`config.mk`:
```
export PLATFORM = sky130hd
export DESIGN_NAME = harmonic_sequencer
export DESIGN_NICKNAME = d
export VERILOG_FILES = /design/src/rtl/harmonic_sequencer.sv
export SDC_FILE = /design/constraint.sdc
export NUM_CORES = 1
export LEC_CHECK = 0
export ABC_AREA = 1
export ABC_CLOCK_PERIOD_IN_PS = 2150
export CAP_MARGIN = 10
export CORE_ASPECT_RATIO = 1.25
export CORE_MARGIN = 5
export CORE_UTILIZATION = 27
export DETAILED_ROUTE_END_ITERATION = 8
export PLACE_DENSITY_LB_ADDON = 0.15
export SLEW_MARGIN = 20
export SYNTH_ARGS = -nofsm -noshare
export SYNTH_HDL_FRONTEND = slang
export SYNTH_SLANG_ARGS = --single-unit
export TNS_END_PERCENT = 20
```
`constraint.sdc`:
```
create_clock -name i_Clock -period 2.15 [get_ports i_Clock]
set_input_delay 0.645 -clock i_Clock [delete_from_list [all_inputs] [get_ports i_Clock]]
set_output_delay 0.645 -clock i_Clock [all_outputs]
set_load 0.005 [all_outputs]
```
`src/rtl/harmonic_sequencer.sv`:
```
`default_nettype none
// ============================================================================
//  Module   : harmonic_sequencer
//  Purpose  : Per-sample controller for the harmonic scaling multiplier.
//             Reloads the multiplier on each sample tick, steps it once per
//             harmonic and strobes level/mute/index to the accumulator.
//  Revision : 1.0 - initial release
// ============================================================================
module harmonic_sequencer #(
    parameter int DIV_BIT    = 8,
    parameter int HARM_BITS  = 7,
    parameter int EARLY_STOP = 1,
    parameter int TIMEOUT    = 15
) (
    input  logic                 i_Clock,
    input  logic                 i_Reset,
    input  logic                 i_Sample_Tick,
    input  logic [HARM_BITS-1:0] i_Harm_Count,
    input  logic [DIV_BIT-1:0]   i_Mult,
    input  logic                 i_Mult_Ready,
    input  logic                 i_Comb_Muted,
    output logic                 o_Mult_Restart,
    output logic                 o_Mult_Start,
    output logic                 o_Harm_Valid,
    output logic [HARM_BITS-1:0] o_Harm_Index,
    output logic [DIV_BIT-1:0]   o_Harm_Level,
    output logic                 o_Harm_Mute,
    output logic                 o_Busy,
    output logic                 o_Frame_Done,
    output logic                 o_Overrun,
    output logic                 o_Timeout
);

    // WAIT counter only needs to reach TIMEOUT-1 before the abort fires
    localparam int c_TMR_W = (TIMEOUT > 1) ? $clog2(TIMEOUT) : 1;
    localparam logic [c_TMR_W-1:0] c_TMR_LAST = c_TMR_W'(TIMEOUT - 1);

    typedef enum logic [2:0] {
        S_IDLE  = 3'd0,
        S_LOAD  = 3'd1,
        S_EMIT  = 3'd2,
        S_ISSUE = 3'd3,
        S_WAIT  = 3'd4,
        S_DONE  = 3'd5
    } state_t;

    state_t               state_q, state_d;
    logic [HARM_BITS-1:0] count_q, count_d;
    logic [HARM_BITS-1:0] index_q, index_d;
    logic [c_TMR_W-1:0]   timer_q, timer_d;
    logic                 restart_q, restart_d;
    logic                 start_q, start_d;
    logic                 valid_q, valid_d;
    logic [HARM_BITS-1:0] harm_index_q, harm_index_d;
    logic [DIV_BIT-1:0]   level_q, level_d;
    logic                 mute_q, mute_d;
    logic                 busy_q, busy_d;
    logic                 frame_done_q, frame_done_d;
    logic                 overrun_q, overrun_d;
    logic                 timeout_q, timeout_d;

    // Next-state and registered-output computation; pulses default low
    always_comb begin
        state_d      = state_q;
        count_d      = count_q;
        index_d      = index_q;
        timer_d      = timer_q;
        restart_d    = 1'b0;
        start_d      = 1'b0;
        valid_d      = 1'b0;
        harm_index_d = harm_index_q;
        level_d      = level_q;
        mute_d       = mute_q;
        busy_d       = busy_q;
        frame_done_d = 1'b0;
        overrun_d    = 1'b0;
        timeout_d    = 1'b0;

        // A tick outside IDLE is flagged and otherwise ignored
        if (i_Sample_Tick && (state_q != S_IDLE)) begin
            overrun_d = 1'b1;
        end

        case (state_q)
            S_IDLE: begin
                if (i_Sample_Tick) begin
                    if (i_Harm_Count == '0) begin
                        frame_done_d = 1'b1;
                    end else begin
                        count_d   = i_Harm_Count;
                        index_d   = '0;
                        restart_d = 1'b1;
                        busy_d    = 1'b1;
                        state_d   = S_LOAD;
                    end
                end
            end
            S_LOAD: begin
                state_d = S_EMIT;
            end
            S_EMIT: begin
                if ((EARLY_STOP != 0) && (i_Mult == '0)) begin
                    state_d = S_DONE;
                end else begin
                    valid_d      = 1'b1;
                    level_d      = i_Mult;
                    mute_d       = i_Comb_Muted;
                    harm_index_d = index_q;
                    if (index_q == (count_q - HARM_BITS'(1))) begin
                        state_d = S_DONE;
                    end else begin
                        start_d = 1'b1;
                        index_d = index_q + HARM_BITS'(1);
                        state_d = S_ISSUE;
                    end
                end
            end
            S_ISSUE: begin
                timer_d = '0;
                state_d = S_WAIT;
            end
            S_WAIT: begin
                if (i_Mult_Ready) begin
                    state_d = S_EMIT;
                end else if (timer_q == c_TMR_LAST) begin
                    timeout_d = 1'b1;
                    state_d   = S_DONE;
                end else begin
                    timer_d = timer_q + c_TMR_W'(1);
                end
            end
            S_DONE: begin
                frame_done_d = 1'b1;
                busy_d       = 1'b0;
                state_d      = S_IDLE;
            end
            default: begin
                state_d = S_IDLE;
            end
        endcase
    end

    // State and output registers; reset clears everything including pulses in flight
    always_ff @(posedge i_Clock) begin
        if (i_Reset) begin
            state_q      <= S_IDLE;
            count_q      <= '0;
            index_q      <= '0;
            timer_q      <= '0;
            restart_q    <= 1'b0;
            start_q      <= 1'b0;
            valid_q      <= 1'b0;
            harm_index_q <= '0;
            level_q      <= '0;
            mute_q       <= 1'b0;
            busy_q       <= 1'b0;
            frame_done_q <= 1'b0;
            overrun_q    <= 1'b0;
            timeout_q    <= 1'b0;
        end else begin
            state_q      <= state_d;
            count_q      <= count_d;
            index_q      <= index_d;
            timer_q      <= timer_d;
            restart_q    <= restart_d;
            start_q      <= start_d;
            valid_q      <= valid_d;
            harm_index_q <= harm_index_d;
            level_q      <= level_d;
            mute_q       <= mute_d;
            busy_q       <= busy_d;
            frame_done_q <= frame_done_d;
            overrun_q    <= overrun_d;
            timeout_q    <= timeout_d;
        end
    end

    assign o_Mult_Restart = restart_q;
    assign o_Mult_Start   = start_q;
    assign o_Harm_Valid   = valid_q;
    assign o_Harm_Index   = harm_index_q;
    assign o_Harm_Level   = level_q;
    assign o_Harm_Mute    = mute_q;
    assign o_Busy         = busy_q;
    assign o_Frame_Done   = frame_done_q;
    assign o_Overrun      = overrun_q;
    assign o_Timeout      = timeout_q;

endmodule
`default_nettype wire

```
---- Word level (Yosys, flattened, before mapping) ----
Cells that the tools add are included.
operators by class
  eq/ne operators ......................... 14
  $lt $le $gt $ge ......................... 0
  bitwise logic cells ..................... 6
  div/mod/pow operators ................... 0
  multiply operators ...................... 0
  shifts and indexed selects .............. 0
  reductions and logical operators ........ 18
  add/subtract/negate cells ............... 3
  mux-type cells .......................... 26
operators with widths
  cell                                                                    number
  7-bit 2-to-1 mux                                                        4
  3-bit 2-to-1 mux                                                        6
  3-bit case mux with 5 select lines                                      1
  7-bit case mux with 2 select lines                                      1
  2-bit inequality test (second input constant)                           6
  3-bit AND reduction                                                     4
  1-bit 2-to-1 mux                                                        9
  3-bit OR reduction                                                      3
  8-bit zero test                                                         1
  4-bit 2-to-1 mux                                                        2
  4-bit case mux with 2 select lines                                      1
  7-bit by 1-bit adder with 7-bit output (second input constant)          1
  7-bit equality test                                                     1
  7-bit zero test                                                         1
  7-bit by 1-bit subtractor with 7-bit output (second input constant)     1
  3-bit by 2-bit equality test with 1-bit output (second input constant)  2
  3-bit equality test (second input constant)                             2
  1-bit NOT                                                               6
  2-bit nonzero test                                                      3
  5-bit AND reduction                                                     1
  4-bit by 1-bit adder with 4-bit output (second input constant)          1
  4-bit equality test (second input constant)                             1
  1-bit case mux with 2 select lines                                      2
  3-bit by 1-bit equality test with 1-bit output (second input constant)  1
  6 further kinds                                                         6
storage, ports and cells
  memories ................................ 0
  input port bits ......................... 20
  logic and storage cells ................. 81
  register bits ........................... 44
  RAM bits ................................ 0
  memory bits (read-only) ................. 0
  latch bits .............................. 0
  output and inout bits ................... 23

---- Longest topological paths before layout ----
  word-level depth ........................ 5
  gate-level depth with buffers ........... 14

---- Worst setup path after synthesis ----
OpenSTA, ideal clock, no wires.
  kind .................................... in2reg
  start point ............................. input i_Harm_Count[3]
  end point ............................... register index_q[6]
  buffers on the path ..................... 1
  stages .................................. 8
  data arrival time ....................... 1.518 ns
  slack ................................... 0.566 ns
  cells stage by stage .................... nor2_1 > nand2_1 > nor4_4 > nor2_4 > inv_2 > buf_4 > nand3_1 > a21oi_2
on the way
  longest elaborated chain between the ends .. 3
ends and longest elaborated chain
  item                             line  text
  start: declaration               18    input logic [HARM_BITS-1:0] i_Harm_Count,
  7-bit zero test                  87    if (i_Harm_Count == '0) begin
  2-bit inequality test (no line)  --
  5-bit AND reduction (no line)    --
  end signal: assignment           163   index_q <= index_d;
  end: declaration                 49    logic [HARM_BITS-1:0] index_q, index_d;
Every way passes these cells.
A chain may end at the register's enable or synchronous reset.

---- Worst setup path after layout ----
  start point ............................. input i_Harm_Count[3]
  end point ............................... register count_q[4]
on the way
  longest elaborated chain between the ends .. 3
ends and longest elaborated chain
  item                           line  text
  7-bit zero test                87
  1-bit NOT (no line)            --
  3-bit AND reduction (no line)  --
  end signal: assignment         162   count_q <= count_d;
  end: declaration               48    logic [HARM_BITS-1:0] count_q, count_d;
Every way passes these cells.

==> results by group <==
Route
  • 1st-iter DRT viols: 95
  • Top layer in use: met4
  • Final WL: 5350 um
  • Met2 wire length: 2730 um
  • Met3 wire len: 239 um
  • Via count: 1914
  • Routed Antenna Nets: 0
  • 1st-pass router iterations: 4
  • M1 WL: 2330 um
  • DR WL/cell: 12.5 um
  • DRC Markers: 0
  • Vias per Instance: 4.48

Global route
  • Total Routing Usage GR: 11.8%
  • Antenna violations before repair: 0
  • Vias in the first global route: 1966
  • Largest net degree at the start of global routing: 21
  • Global-route wire length before repair: 8900 um
  • Grt total ovfl: 0

Synthesis
  • Post-synth net total: 311
  • Mapped Area: 2080 um2
  • Synthesis-stage register bit count: 44
  • Yosys Warn Count: 0
  • Yosys cell types: 34
  • Top_reg_cell synth: dfxtp_1
  • Mapped Cells: 287
  • Synth async-reset ratio: 0%
  • Seq/Total Area, Yosys: 42.3%
  • Area leader, netlist: dfxtp_1
  • Ranking of synthesized cells by area: dfxtp_1 (42%), nor2_1 (9.0%), nand2_1 (8.6%), o21ai_0 (6.0%), inv_1 (4.7%)
  • Post-synthesis area per instance: 7.26 um2
  • EDFF count, synth: 0
  • Top cell type's share of synthesized area: 42.3%

Clocking
  • Root Buffer: clkbuf_8
  • Clock transition at path regs: 0.08 ns
  • Clock buffer depth: 2
  • CTS sink count: 44
  • Postcts setup bufs: 0
  • Worst skew pair latency: 0.29 ns
  • H-tree levels: 2
  • Hold_buf cts: 0
  • Cts bufs inserted: 5
  • Post_cts resized: 0
  • CTS tree: done

Cells and area
  • Core Util, Final: 36.6%
  • Area grow syn2layout: 30.7%
  • Nets: 358
  • Post-Layout Cell Count: 427
  • Layout cells sized above 1: 11.3%
  • Total inserted antenna cells: 0
  • Final instance area: 2720 um2

Setup path
  • Critical path, cell by cell: clkdlybuf4s50_1, nor2_1, nand2_1, nor4_4, nor2_4, nor2_1, inv_1, o21ai_0
  • Crit end category: flip-flop
  • Critical path fanouts, max: 4
  • Critical Path Max Stage Delay: 0.42 ns
  • Required time of the critical path: 2.37 ns
  • CP bufs+invs: 2
  • CP top delay family: simple AND/OR/NAND/NOR gates
  • Critical path's most frequent cell: nor2_1
  • CP max-delay cell: clkdlybuf4s50_1
  • Critical path arrival: 2.08 ns
  • Crit path launch type: input port
  • Critical path class: in2reg

Flow run
  • Max cap viols: 0

Floorplan
  • Die Ht: 108 um
  • I/O pins: 43
  • Die footprint: 9590 um2
  • Row count: 35
  • Core area: 7440 um2
  • Starting Density: 28.0%
  • Chip width: 88.6 um

Run status
  • Status: complete, no violations

Power and ir drop
  • Total Power: 2.01 mW
  • PD cells: 737 nW/um2
  • Max IR drop VDD: 0.000284 V
  • Leakage: 1.07 nW

Hold path
  • HP Class: reg2reg

Placed design
  • Port-buffer cells: 42
  • DP Area: 2630 um2
  • Final Wtd Congestion: 0.754
  • Placement Setup Slack: -0.0386 ns
  • DPL Wire Length: 4090 um
  • Inst Count DP: 419

Timing
  • Worst slew margin: 80.2%
  • Final setup margin: 0.291 ns
  • Final hold violation count: 0
  • Setup violations, final: 0
  • RSZ-0062 raised after global routing: false
  • Worst slew pin tran: 0.295 ns
  • Final Slew Violations: 0
  • Clock skew: 0.00720 ns
  • Period utilization: 86.5%
  • Min Tclk post-route: 1.86 ns
  • Hold slack: 0.466 ns
  • Max Freq: 0.538 GHz
  • Setup TNS: 0 ns
## worst reg2reg max path, cell delays in order (launching register included)
cell	delay, ns
dfxtp_1	0.33
inv_1	0.13
ha_1	0.25
nand2_2	0.09
nor2_2	0.12
nand3_1	0.09
nand2_2	0.06
nand2_1	0.05
nor2_2	0.08
nand2_2	0.10
nand2_4	0.14
nand2_4	0.09
nor2_1	0.09
nor2_1	0.05
## path summary, 6_finish.rpt
path                            cells after the start         endpoint             from  slack [ns]
worst min register to register                      2  o_Harm_Level[2]  o_Harm_Level[2]        0.47
worst max register to register                     13       index_q[1]       count_q[0]        0.37
worst max-delay path                                8       count_q[4]  i_Harm_Count[3]        0.29
worst min-delay path                                2  o_Harm_Level[2]  o_Harm_Level[2]        0.47
## layer usage
| metal | global-route usage (%) | up-vias |
|---|---|---|
| met2 | 20.9 | 37 |
| met1 | 14.1 | 860 |
| li1 | - | 1013 |
| met5 | 0 | - |
| met4 | 2.92 | 0 |
| met3 | 2.90 | 4 |
## layout by cell type, fill, tap and decap left out
master	netlist	routed
inv_1	26	26
o211a_1	1	1
nand2_2	7	7
nand3b_1	1	1
nand2_4	2	2
or2_1	1	1
o211ai_1	1	1
clkdlybuf4s50_1	0	42
buf_12	0	2
xor2_1	3	3
nor3_1	7	7
nand3_1	14	14
o21ai_0	25	25
a21oi_1	19	19
and3_1	1	1
o21ai_1	1	1
clkbuf_1	1	2
inv_2	6	6
a22o_1	1	1
nor4_4	1	1
ha_1	4	4
dfxtp_1	44	44
a31oi_1	1	1
clkbuf_8	2	6
nor2_2	7	7
buf_4	1	4
nand4_1	1	1
nand2_1	48	48
nor2_4	1	1
nor3b_1	2	2
xnor2_1	2	2
a21oi_2	1	1
nor2_1	50	50
nand3_2	1	1
## layout make-up
cell class,count,area (um2)
inverters,32,120
multi-input cells,203,1030
clock buffers,8,90.1
flip-flops and latches,44,881
well taps,92,115
repair buffers,48,490
fillers,839,4720
## cell usage after synthesis, types with 2 or more instances
cell,n
nand3_1,14
dfxtp_1,44
buf_1,2
nor3_1,7
nand2_2,7
nand2_4,2
nand2_1,48
a21oi_1,19
nor2_2,7
buf_2,2
xor2_1,3
nor3b_1,2
o21ai_0,25
nor2_1,50
inv_1,26
ha_1,4
clkbuf_8,2
xnor2_1,2
inv_2,6
## cell families after synthesis
logic type / share of synthesized area (%)
compound gates: 12.8
xor+xnor: 2.10
buf+inv: 8.46
simple gates: 32.0
fa+ha+maj: 2.40
flops: 42.3
## sequential cells by signal (all words and copies together) (netlist names)
register        flops
count_q             7
index_q             7
o_Busy              1
o_Frame_Done        1
o_Harm_Index        7
o_Harm_Level        8
o_Harm_Mute         1
o_Harm_Valid        1
o_Mult_Restart      1
o_Mult_Start        1
o_Overrun           1
o_Timeout           1
state_q             3
timer_q             4
## where the power goes
part | internal, mW | switching, mW | leakage, nW
clock network | 0.263 | 0.278 | 0.0455
registers | 0.891 | 0.0569 | 0.359
logic | 0.249 | 0.269 | 0.662
total | 1.40 | 0.604 | 1.07
Note: power is estimated with default switching activity, not from simulation.
